## src/rtl/piso_pkg.sv

```systemverilog
// Shared definitions for the parallel-in/serial-out transmitter.
// Holds the state encoding, the serial idle level and the counter-width helper.
// No logic lives here, so it has no latency and no backpressure of its own.
package piso_pkg;

  // Shift FSM states: waiting for a word, or shifting one out.
  typedef enum logic {
    ST_IDLE  = 1'b0,
    ST_SHIFT = 1'b1
  } state_t;

  // Level driven on the serial line whenever no frame is active.
  localparam logic IDLE_LEVEL = 1'b1;

  // Bits needed to hold n distinct counter values (0..n-1), never less than 1.
  function automatic int cnt_width(input int n);
    if (n <= 2) begin
      return 1;
    end
    return $clog2(n);
  endfunction

endpackage

```

## src/rtl/bit_period_counter.sv

```systemverilog
// Bit-period divider: counts 0..CLKS_PER_BIT-1 while enabled and flags the last cycle.
// Latency: tc is combinational on the current count, asserted during the final cycle of a period.
// No backpressure; clear restarts the period, enable freezes nothing else.
module bit_period_counter
  import piso_pkg::*;
#(
  parameter int CLKS_PER_BIT = 4
) (
  input  logic clk,
  input  logic rst_n,
  input  logic enable,
  input  logic clear,
  output logic tc
);

  localparam int CW = cnt_width(CLKS_PER_BIT);
  localparam logic [CW-1:0] LAST = CW'(CLKS_PER_BIT - 1);

  logic [CW-1:0] count;

  // Terminal count only matters while the owner is actually shifting.
  assign tc = enable && (count == LAST);

  // Period counter: wraps to zero on its terminal count, so it can never overflow.
  always_ff @(posedge clk) begin
    if (!rst_n) begin
      count <= '0;
    end else if (clear) begin
      count <= '0;
    end else if (enable) begin
      count <= tc ? '0 : count + CW'(1);
    end
  end

endmodule

```

## src/rtl/piso_shift_tx.sv

```systemverilog
// Parallel-in/serial-out transmitter: snapshots a word, shifts it out one bit per CLKS_PER_BIT clocks.
// Latency: first bit on ser_out the cycle after the accept edge; done pulses in the first IDLE cycle after the frame.
// Backpressure: load_ready is high only in IDLE (including the done cycle); loads are ignored while shifting.
// Optional macro PISO_PARITY_EN appends one even-parity bit period after the data bits.
module piso_shift_tx
  import piso_pkg::*;
#(
  parameter int WIDTH        = 8,
  parameter int CLKS_PER_BIT = 4,
  parameter int MSB_FIRST    = 1
) (
  input  logic             clk,
  input  logic             rst_n,
  input  logic             load_valid,
  output logic             load_ready,
  input  logic [WIDTH-1:0] load_data,
  output logic             ser_out,
  output logic             bit_strobe,
  output logic             busy,
  output logic             done
);

`ifdef PISO_PARITY_EN
  localparam int NBITS = WIDTH + 1;
`else
  localparam int NBITS = WIDTH;
`endif
  localparam int BW = cnt_width(NBITS);
  localparam logic [BW-1:0] LAST_BIT = BW'(NBITS - 1);

  state_t           state;
  state_t           state_nxt;
  logic [WIDTH-1:0] shreg;
  logic [WIDTH-1:0] shreg_nxt;
  logic [BW-1:0]    bit_cnt;
  logic             period_tc;
  logic             accept;
  logic             last_wrap;
  logic             first_bit;
  logic             nxt_bit;
`ifdef PISO_PARITY_EN
  logic             parity;
`endif

  assign load_ready = (state == ST_IDLE);
  assign busy       = (state == ST_SHIFT);
  assign accept     = load_valid && load_ready;
  assign last_wrap  = period_tc && (bit_cnt == LAST_BIT);
  assign first_bit  = (MSB_FIRST != 0) ? load_data[WIDTH-1] : load_data[0];

  bit_period_counter #(
    .CLKS_PER_BIT (CLKS_PER_BIT)
  ) u_period (
    .clk    (clk),
    .rst_n  (rst_n),
    .enable (busy),
    .clear  (accept),
    .tc     (period_tc)
  );

  // Next-state logic: leave IDLE on an accepted load, return on the last cycle of the last bit.
  always_comb begin
    state_nxt = state;
    case (state)
      ST_IDLE:  if (accept)    state_nxt = ST_SHIFT;
      ST_SHIFT: if (last_wrap) state_nxt = ST_IDLE;
      default:  state_nxt = ST_IDLE;
    endcase
  end

  // State register.
  always_ff @(posedge clk) begin
    if (!rst_n) begin
      state <= ST_IDLE;
    end else begin
      state <= state_nxt;
    end
  end

  // Shift direction and the bit that follows the one currently on the line.
  always_comb begin
    shreg_nxt = shreg;
    nxt_bit   = IDLE_LEVEL;
    if (MSB_FIRST != 0) begin
      shreg_nxt = {shreg[WIDTH-2:0], 1'b0};
      nxt_bit   = shreg[WIDTH-2];
    end else begin
      shreg_nxt = {1'b0, shreg[WIDTH-1:1]};
      nxt_bit   = shreg[1];
    end
`ifdef PISO_PARITY_EN
    // After the last data bit the extra period carries the parity of the captured word.
    if (bit_cnt == BW'(WIDTH - 1)) begin
      nxt_bit = parity;
    end
`endif
  end

  // Datapath: capture on accept, advance one bit per period wrap, emit strobe/done pulses.
  always_ff @(posedge clk) begin
    if (!rst_n) begin
      shreg      <= '0;
      bit_cnt    <= '0;
      ser_out    <= IDLE_LEVEL;
      bit_strobe <= 1'b0;
      done       <= 1'b0;
`ifdef PISO_PARITY_EN
      parity     <= 1'b0;
`endif
    end else begin
      bit_strobe <= 1'b0;
      done       <= 1'b0;
      if (accept) begin
        shreg      <= load_data;
        bit_cnt    <= '0;
        ser_out    <= first_bit;
        bit_strobe <= 1'b1;
`ifdef PISO_PARITY_EN
        parity     <= ^load_data;
`endif
      end else if (period_tc) begin
        if (last_wrap) begin
          bit_cnt <= '0;
          ser_out <= IDLE_LEVEL;
          done    <= 1'b1;
        end else begin
          bit_cnt    <= bit_cnt + BW'(1);
          shreg      <= shreg_nxt;
          ser_out    <= nxt_bit;
          bit_strobe <= 1'b1;
        end
      end
    end
  end

endmodule

```

## config.mk

```make
export PLATFORM = sky130hd
export DESIGN_NAME = piso_shift_tx
export DESIGN_NICKNAME = d
export VERILOG_FILES = /design/src/rtl/piso_pkg.sv /design/src/rtl/bit_period_counter.sv /design/src/rtl/piso_shift_tx.sv
export SDC_FILE = /design/constraint.sdc
export NUM_CORES = 1
export LEC_CHECK = 0
export BUFFER_PORTS_ARGS = -buffer_cell sky130_fd_sc_hd__buf_4
export CAP_MARGIN = 15
export CELL_PAD_IN_SITES_DETAIL_PLACEMENT = 0
export CELL_PAD_IN_SITES_GLOBAL_PLACEMENT = 1
export CORE_MARGIN = 10
export CORE_UTILIZATION = 40
export DETAILED_ROUTE_END_ITERATION = 8
export PLACE_DENSITY_LB_ADDON = 0.1
export SYNTH_ARGS = -nofsm -noshare
export SYNTH_HDL_FRONTEND = slang
export SYNTH_SLANG_ARGS = --single-unit
```

## constraint.sdc

```tcl
create_clock -name clk -period 1.88 [get_ports clk]
set_input_delay 0.47 -clock clk [delete_from_list [all_inputs] [get_ports clk]]
set_output_delay 0.47 -clock clk [all_outputs]
set_load 0.05 [all_outputs]
```

**Word-level counts from Yosys, hierarchy flattened**

Cells that the tools add are included.
W data, S select, Z words.

- Add/sub/neg operators: 2
- Multiply operators: 0
- Div/mod/pow operators: 0
- Order comparisons: 0
- Eq/ne operators: 3
- Shift-type cells: 0
- Multiplexer cells: 14
- Bitwise operators: 3
- Reductions and logical operators: 7

Operator list:

| kind | number |
|---|---|
| $mux W7 | 3 |
| $mux W1 | 8 |
| $add A3 B1 Y3 const B | 1 |
| $eq A3 B3 Y1 const B | 1 |
| $logic_and A1 B1 Y1 | 3 |
| $mux W3 | 1 |
| $not A1 Y1 | 3 |
| $reduce_or A3 Y1 | 1 |
| $add A2 B1 Y2 const B | 1 |
| $eq A2 B2 Y1 const B | 1 |
| $mux W2 | 1 |
| $ne A2 B2 Y1 const B | 1 |
| $pmux W1 S2 | 1 |
| $reduce_and A2 Y1 | 1 |
| $reduce_bool A2 Y1 | 1 |
| $reduce_or A2 Y1 | 1 |

- Bits in registers: 16
- Latch bits: 0
- RAM bits: 0
- Memory bits (read-only): 0
- Bits of input ports: 11
- Output and inout port bits: 5
- Logic and storage cells: 36
- Memories kept: 0

**Longest topological paths before layout**

Gate-level depths: netlist of run 1.

- Depth after elaboration: 6
- Depth in mapped cells: 6
- Mapped depth without buffers: 5

**Cells and area by module**

Synthesis of run 1 repeated with hierarchy kept, for this count alone.

- Cell total of the unflattened synthesis: 71
- Area total of the unflattened synthesis: 693.2 sq um

By module, submodules not included:

| module | times used | cells each | area an instance (sq um) | sequential area each (sq um) |
|---|---|---|---|---|
| piso_shift_tx | 1 | 61 | 590.6 | 280.3 |
| bit_period_counter | 1 | 10 | 102.6 | 40.0 |

**Least setup slack after synthesis of run 1**

OpenSTA, ideal clock, no wires.

- Path kind: register to output
- From: register state (netlist: busy)
- To: output port load_ready
- Arrival: 1,105 ps
- Required time: 1,410 ps
- Slack: 305 ps
- Stages on the path, launching flop included: 3
- Path buffers: 1
- Cells stage by stage: dfxtp_1 buf_6 inv_1

- Longest elaborated chain between the ends: 1

Ends and longest elaborated chain:

| what | RTL line | source |
|---|---|---|
| start, declared | piso_shift_tx.sv:31 | `state_t state;` |
| start signal, assigned | piso_shift_tx.sv:76 | `state <= state_nxt;` |
| $not A1 Y1 | - |  |
| end, declared | piso_shift_tx.sv:15 | `output logic load_ready,` |

No other way between the ends.

**Worst setup path after layout of run 1**

Ends and elaborated chain as after synthesis.

==> impl_metrics.py, run 1 <==
metrics = {
    "run_status": {
        "outcome": "completed",
    },
    "layout": {
        "most_used_cells_in_the_layout_excluding_fill_and_tap_cells": "sky130_fd_sc_hd__nand2_1 (17), sky130_fd_sc_hd__dfxtp_1 (16), sky130_fd_sc_hd__buf_4 (16)",
        "final_common_cell": "sky130_fd_sc_hd__nand2_1",
        "layout.nets": 111,
        "syn2layout_area_growth_pct": 19.6,
        "antenna-diode-count": 0,
        "end_of_flow_core_utilization_pct": 50.1,
        "drive_gt1_share_pct": 22.9,
        "finalNonFillerCells": 121,
    },
    "pwr": {
        "power.static_leakage_uw": 0.000350,
        "vdd_ir_drop_max_mv": 0.361,
        "power.density_cell_area_nw_per_um2": 808,
        "power.sequential.fraction_pct": 53.0,
        "power.switching_fraction_pct": 26.1,
        "intPower_uw": 517,
        "share_clk_of_total_power_pct": 33.5,
        "fin_total_pwr_uw": 699,
        "share_comb_of_total_power_pct": 13.5,
        "switching_power_uw": 182,
    },
    "synthesis": {
        "area_of_the_mapped_netlist_sq_um": 723,
        "post_synth_mux_area_share_pct": 2.77,
        "synth-simple-area-share_pct": 23.2,
        "syn-instance-count": 81,
        "synth.lib_cells_used.distinct": 23,
        "synth.net_count": 95,
        "avgSynthCellArea_sq_um": 8.93,
        "synthesis_stage_register_bit_count": 16,
        "synthXorXnorAreaFrac_pct": 0,
        "ys_seq_area_share_pct": 44.3,
        "synth_warnings": 0,
        "synth_fa_ha_area_share_pct": 5.19,
        "synth_compound_gate_area_share_pct": 17.6,
        "main_combinational_cell_family_by_area_after_synthesis": "simple AND/OR/NAND/NOR gates",
    },
    "timing": {
        "timing.final.max_slew_violations": 0,
        "fin_skew_ns": 0.00178,
        "worst_slew_pin_slew_ns": 0.394,
        "timing.fmax_mhz": 611,
        "post_route_setup_tns_ns": 0,
        "layout_worst_path_cycle_share_pct": 87.1,
        "grt_setup_unrepaired": "no",
        "min_period_ns": 1.64,
        "setup_viol": 0,
        "finalHoldViolCount": 0,
        "final.hold.worst_slack_ns": 0.448,
        "slew_headroom_pct": 73.7,
    },
    "hold_path": {
        "hold_class": "primary input to flip-flop",
    },
    "global_route": {
        "grtUsageTotal_pct": 8.06,
        "maximum_number_of_pins_on_one_net_before_global_route_repair": 16,
        "vias_in_the_first_global_route": 580,
        "total_grt_overflow": 0,
        "antenna_found_initial": 0,
        "grt_pass1_wl_mm": 2.57,
    },
    "worst_setup_path": {
        "cp-start-kind": "flip-flop",
        "timing.critical_path.required_ns": 1.41,
        "end_kind": "primary output",
        "cp.arrival_ns": 1.17,
        "crit_type": "flip-flop to primary output",
        "critPathMaxFanout": 12,
    },
    "clocking": {
        "clock_sinks": 16,
        "htree_num_levels": 1,
        "clockBufferDepth": 2,
        "cts_made_buffers": 3,
        "cts_tree": "done",
        "clock_insertion_delay_worst_skew_ns": 0.29,
        "cts_root_buf": "sky130_fd_sc_hd__clkbuf_4",
        "clkTransAtPathRegs_ns": 0.10,
        "cts-resized-gates": 0,
        "post_cts_setup_buffers": 0,
        "cts_hold_buf": 0,
    },
    "routing": {
        "drt_first_pass_iters": 4,
        "route.antenna.remaining_nets": 0,
        "routedWlPerCell_um": 12.0,
        "via_per_inst": 4.87,
        "via_count": 589,
        "route.final.wire_length_mm": 1.46,
        "route.detailed.drc": 0,
        "drt-initial-drc-count": 9,
    },
    "place": {
        "port-buffer-count": 15,
        "number_of_placed_cells_counting_well_taps": 117,
        "place_hpwl_mm": 1.07,
        "gp_routability_congestion": 0.732,
    },
    "floorplanning": {
        "die_width_um": 62.5,
        "floorplan.die_area_sq_um": 3910,
        "initial_core_util_pct": 41.9,
        "die_height_um": 62.5,
        "num_io_pins": 16,
        "core_area_sq_um": 1730,
        "core.rowCount": 15,
    },
    "job": {
        "maxCapViolCount": 0,
    },
}
[synthesized netlist by cell type]
master,instances,share of area (%)
sky130_fd_sc_hd__a21boi_0,1,1.0
sky130_fd_sc_hd__a21boi_1,1,1.0
sky130_fd_sc_hd__a21oi_1,4,2.8
sky130_fd_sc_hd__a31oi_1,7,6.1
sky130_fd_sc_hd__and3b_1,1,1.2
sky130_fd_sc_hd__buf_2,1,0.69
sky130_fd_sc_hd__buf_4,1,1.0
sky130_fd_sc_hd__buf_6,3,4.7
sky130_fd_sc_hd__dfxtp_1,16,44
sky130_fd_sc_hd__ha_1,3,5.2
sky130_fd_sc_hd__inv_1,1,0.52
sky130_fd_sc_hd__mux2i_1,2,2.8
sky130_fd_sc_hd__nand2_1,17,8.8
sky130_fd_sc_hd__nand2b_4,1,1.9
sky130_fd_sc_hd__nand3_1,3,2.1
sky130_fd_sc_hd__nand3b_2,1,1.6
sky130_fd_sc_hd__nand4b_1,1,1.2
sky130_fd_sc_hd__nor2_1,3,1.6
sky130_fd_sc_hd__nor2b_1,2,1.7
sky130_fd_sc_hd__nor3b_1,3,3.1
sky130_fd_sc_hd__o21ai_0,6,4.2
sky130_fd_sc_hd__o21ai_1,2,1.4
sky130_fd_sc_hd__o221ai_1,1,1.2
[worst max-delay path: stages (launching register included)]
cell and delay (ns):
sky130_fd_sc_hd__dfxtp_1 0.57, sky130_fd_sc_hd__inv_1 0.10, sky130_fd_sc_hd__buf_4 0.21
[through the flow]
stage	setup WS [ns]	cell area (sq um)
detailed placement	0.446	828
global placement	0.473	828
floorplan	0.305	723
global route	0.125	865
CTS	0.222	865
finish	0.242	865
[worst paths after layout]
path | from | to | slack [ns] | cells after the start
worst max-delay path | busy | load_ready | 0.24 | 2
worst max register to register | bit_cnt[0] | shreg[3] | 0.43 | 5
worst min-delay path | rst_n | ser_out | 0.45 | 2
worst min register to register | bit_cnt[1] | bit_cnt[1] | 0.47 | 2
[power groups by stage]
stage / Clock, uW / Combinational [uW] / Sequential, uW
floorplan: 0 / 51.4 / 390
global placement: 0 / 95.1 / 379
detailed placement: 0 / 95.8 / 378
CTS: 245 / 95.9 / 370
global route: 259 / 103 / 374
finish: 234 / 94.4 / 370
[cell families (layout without fill, tap and decap cells)]
kind of cell,count (synthesis),in the layout
flops,16,16
mux,2,2
fa+ha+maj,3,3
compound gates,22,22
simple gates,32,32
buf+inv,6,21
[metal layers]
layer	vias up	part of all wire (%)	GRT usage (%)
met5	-	0	0
met2	9	47	12.2
met3	2	5.8	3.05
met4	0	0.89	5.03
met1	263	46	9.32
li1	315	-	-
[flip-flops by register name, indices dropped and copies added (netlist names)]
signal,flops
u_period.count,2
done,1
bit_cnt,3
shreg,7
ser_out,1
bit_strobe,1
busy,1
[cell type report]
type	instances	area, sq um
inverter	1	3.75
fill	194	862
clock buffer	4	36.3
sequential	16	320
multi-input combinational	59	353
tap	25	31.3
timing repair buffer	16	120
Note: power is estimated with default switching activity, not from simulation.
==> inputs of run 2 (changes only) <==
--- a/config.mk
+++ b/config.mk
@@ -5,6 +5,7 @@
 export SDC_FILE = /design/constraint.sdc
 export NUM_CORES = 1
 export LEC_CHECK = 0
+export ABC_AREA = 1
 export BUFFER_PORTS_ARGS = -buffer_cell sky130_fd_sc_hd__buf_4
 export CAP_MARGIN = 15
 export CELL_PAD_IN_SITES_DETAIL_PLACEMENT = 0
==> impl_metrics.py, run 2 <==
metrics = {
    "worst_setup_path": {
        "rr_endpoint": "shreg[2]",
        "crit_type": "flip-flop to primary output",
        "reg2regPathDepth": 7,
        "critical_path_max_stage_delay_ns": 0.60,
        "end_kind": "primary output",
        "timing.critical_path.required_ns": 1.41,
        "critPathMaxFanout": 11,
        "r2r-start": "bit_cnt[0]",
        "crit_path_top_delay_cell": "sky130_fd_sc_hd__dfxtp_1",
        "worst-r2r-setup-slack_ns": 0.51,
        "critical_path.cell_chain": "inv_6 -> buf_4",
        "cp-start-kind": "flip-flop",
        "cp.arrival_ns": 1.23,
    },
    "synthesis": {
        "synth_edf_count": 0,
        "yosys.area.top_type": "sky130_fd_sc_hd__dfxtp_1",
        "synthMostInstantiatedCell": "sky130_fd_sc_hd__nand2_1",
        "synth_top_cells_by_area": "sky130_fd_sc_hd__dfxtp_1 (40%), sky130_fd_sc_hd__nand2_1 (13%), sky130_fd_sc_hd__nand3_1 (8.2%)",
        "ys.flop_type": "sky130_fd_sc_hd__dfxtp_1",
        "synth_warnings": 0,
        "synth_top_cells_by_count": "sky130_fd_sc_hd__nand2_1 (27), sky130_fd_sc_hd__dfxtp_1 (16), sky130_fd_sc_hd__nand3_1 (13)",
        "synthesis_stage_register_bit_count": 16,
        "postSynth.asyncResetShare_pct": 0,
        "avgSynthCellArea_sq_um": 8.00,
        "ys_seq_area_share_pct": 40.4,
        "area_of_the_mapped_netlist_sq_um": 792,
        "syn-instance-count": 99,
        "synth.lib_cells_used.distinct": 22,
        "synth.net_count": 113,
        "post-synth-top-area-fraction_pct": 40.4,
    },
    "floorplanning": {
        "num_io_pins": 16,
        "initial_core_util_pct": 41.2,
        "die_width_um": 64.5,
        "core_area_sq_um": 1920,
        "die_height_um": 64.5,
        "core.rowCount": 16,
        "floorplan.die_area_sq_um": 4160,
    },
    "clocking": {
        "cts_tree": "done",
        "clock_insertion_delay_worst_skew_ns": 0.29,
        "cts_root_buf": "sky130_fd_sc_hd__clkbuf_4",
        "clkTransAtPathRegs_ns": 0.10,
        "post_cts_setup_buffers": 0,
        "clock_sinks": 16,
        "cts_hold_buf": 0,
        "clockBufferDepth": 2,
        "cts_made_buffers": 3,
        "cts-resized-gates": 0,
        "htree_num_levels": 1,
    },
    "global_route": {
        "grtUsageTotal_pct": 8.08,
        "antenna_found_initial": 0,
        "total_grt_overflow": 0,
        "grt_pass1_wl_mm": 2.75,
        "maximum_number_of_pins_on_one_net_before_global_route_repair": 19,
        "vias_in_the_first_global_route": 632,
    },
    "timing": {
        "layout_worst_path_cycle_share_pct": 90.4,
        "setup_viol": 0,
        "finalHoldViolCount": 0,
        "timing.final.max_slew_violations": 0,
        "fin_skew_ns": 0.00211,
        "timing.fmax_mhz": 588,
        "min_period_ns": 1.70,
        "final.hold.worst_slack_ns": 0.415,
        "post_route_setup_tns_ns": 0,
        "worst_slew_pin_slew_ns": 0.438,
        "slew_headroom_pct": 70.7,
        "grt_setup_unrepaired": "no",
    },
    "layout": {
        "largest_register": "shreg",
        "syn2layout_area_growth_pct": 16.1,
        "drive_gt1_share_pct": 22.3,
        "most_used_cells_in_the_layout_excluding_fill_and_tap_cells": "sky130_fd_sc_hd__nand2_1 (27), sky130_fd_sc_hd__dfxtp_1 (16), sky130_fd_sc_hd__buf_4 (15)",
        "layout.nets": 127,
        "top_regs": "shreg (7), bit_cnt (3), u_period.count (2)",
        "antenna-diode-count": 0,
        "final_common_cell": "sky130_fd_sc_hd__nand2_1",
        "end_of_flow_core_utilization_pct": 47.9,
        "finalNonFillerCells": 139,
        "postLayoutCellArea_sq_um": 920,
        "largest_register_ffs": 7,
    },
    "routing": {
        "via_per_inst": 4.87,
        "drt-initial-drc-count": 19,
        "route.antenna.remaining_nets": 0,
        "routedWlPerCell_um": 11.4,
        "route.detailed.drc": 0,
        "via_count": 677,
        "route.final.wire_length_mm": 1.59,
        "drt_first_pass_iters": 4,
    },
    "pwr": {
        "vdd_ir_drop_max_mv": 0.362,
        "power.density_cell_area_nw_per_um2": 781,
        "power.static_leakage_uw": 0.000439,
    },
    "hold_path": {
        "min-delay-start": "load_data[7]",
        "timing.hold.worst_endpoint": "ser_out",
        "hold-path-cell-count": 3,
        "hold_class": "primary input to flip-flop",
    },
    "place": {
        "port-buffer-count": 15,
        "place_hpwl_mm": 1.20,
        "gp_routability_congestion": 0.775,
        "number_of_placed_cells_counting_well_taps": 135,
        "dpl_cell_area_sq_um": 883,
    },
    "job": {
        "maxCapViolCount": 0,
    },
    "run_status": {
        "outcome": "completed",
    },
}
## run 2: cell types whose count changed after synthesis, sizes merged, moves of 4 or more
cell / change
nand2: +14
nand3: +11
nand4: +8
o21ai: -5
inv: +4
a31oi: -7
## run 2: power breakdown
part | internal [uW] | leakage (uW) | total, uW | switching [uW]
combinational | 43.1 | 0.000288 | 118 | 75.0
clock | 118 | 0.0000210 | 234 | 116
sequential | 353 | 0.000130 | 366 | 12.8
## run 2: cells by family (layout without fill, tap and decap cells)
| group | after synthesis | count (layout) | synth area share [%] |
|---|---|---|---|
| simple gates | 60 | 60 | 39.2 |
| flops | 16 | 16 | 40.4 |
| buf+inv | 11 | 24 | 9.95 |
| compound gates | 9 | 9 | 5.69 |
| fa+ha+maj | 3 | 3 | 4.74 |
## run 2: worst max path at each step
stage / start / endpoint / slack (ns)
floorplan: busy / load_ready / 0.36
global placement: busy / load_ready / 0.52
detailed placement: busy / load_ready / 0.49
CTS: busy / load_ready / 0.16
global route: busy / load_ready / 0.09
finish: busy / load_ready / 0.18
## run 2: stage by stage
stage	power, uW	setup slack [ns]
2_1_floorplan	469	0.365
3_3_place_gp	493	0.518
3_5_place_dp	494	0.493
4_1_cts	726	0.160
5_1_grt	760	0.0877
6_report	719	0.180
## run 2: final cells by class
cell class | count | area (sq um)
clock buffer | 4 | 36.3
fill | 221 | 1000
inverter | 5 | 23.8
multi-input combinational | 72 | 393
sequential | 16 | 320
tap | 27 | 33.8
timing repair buffer | 15 | 113
## run 2: metal layers
layer | GRT usage [%] | wire length, um | share of wire [%] | vias to the layer above
li1 | - | - | - | 365
met1 | 10.7 | 775 | 49 | 287
met2 | 10.7 | 650 | 41 | 21
met3 | 3.09 | 142 | 8.9 | 4
met4 | 4.81 | 20 | 1.3 | 0
met5 | 0 | 0 | 0 | -
## run 2: critical path, delay by kind of cell (launching register included)
| family | cells | cell delay (ns) |
|---|---|---|
| flops | 1 | 0.60 |
| buf+inv | 2 | 0.34 |
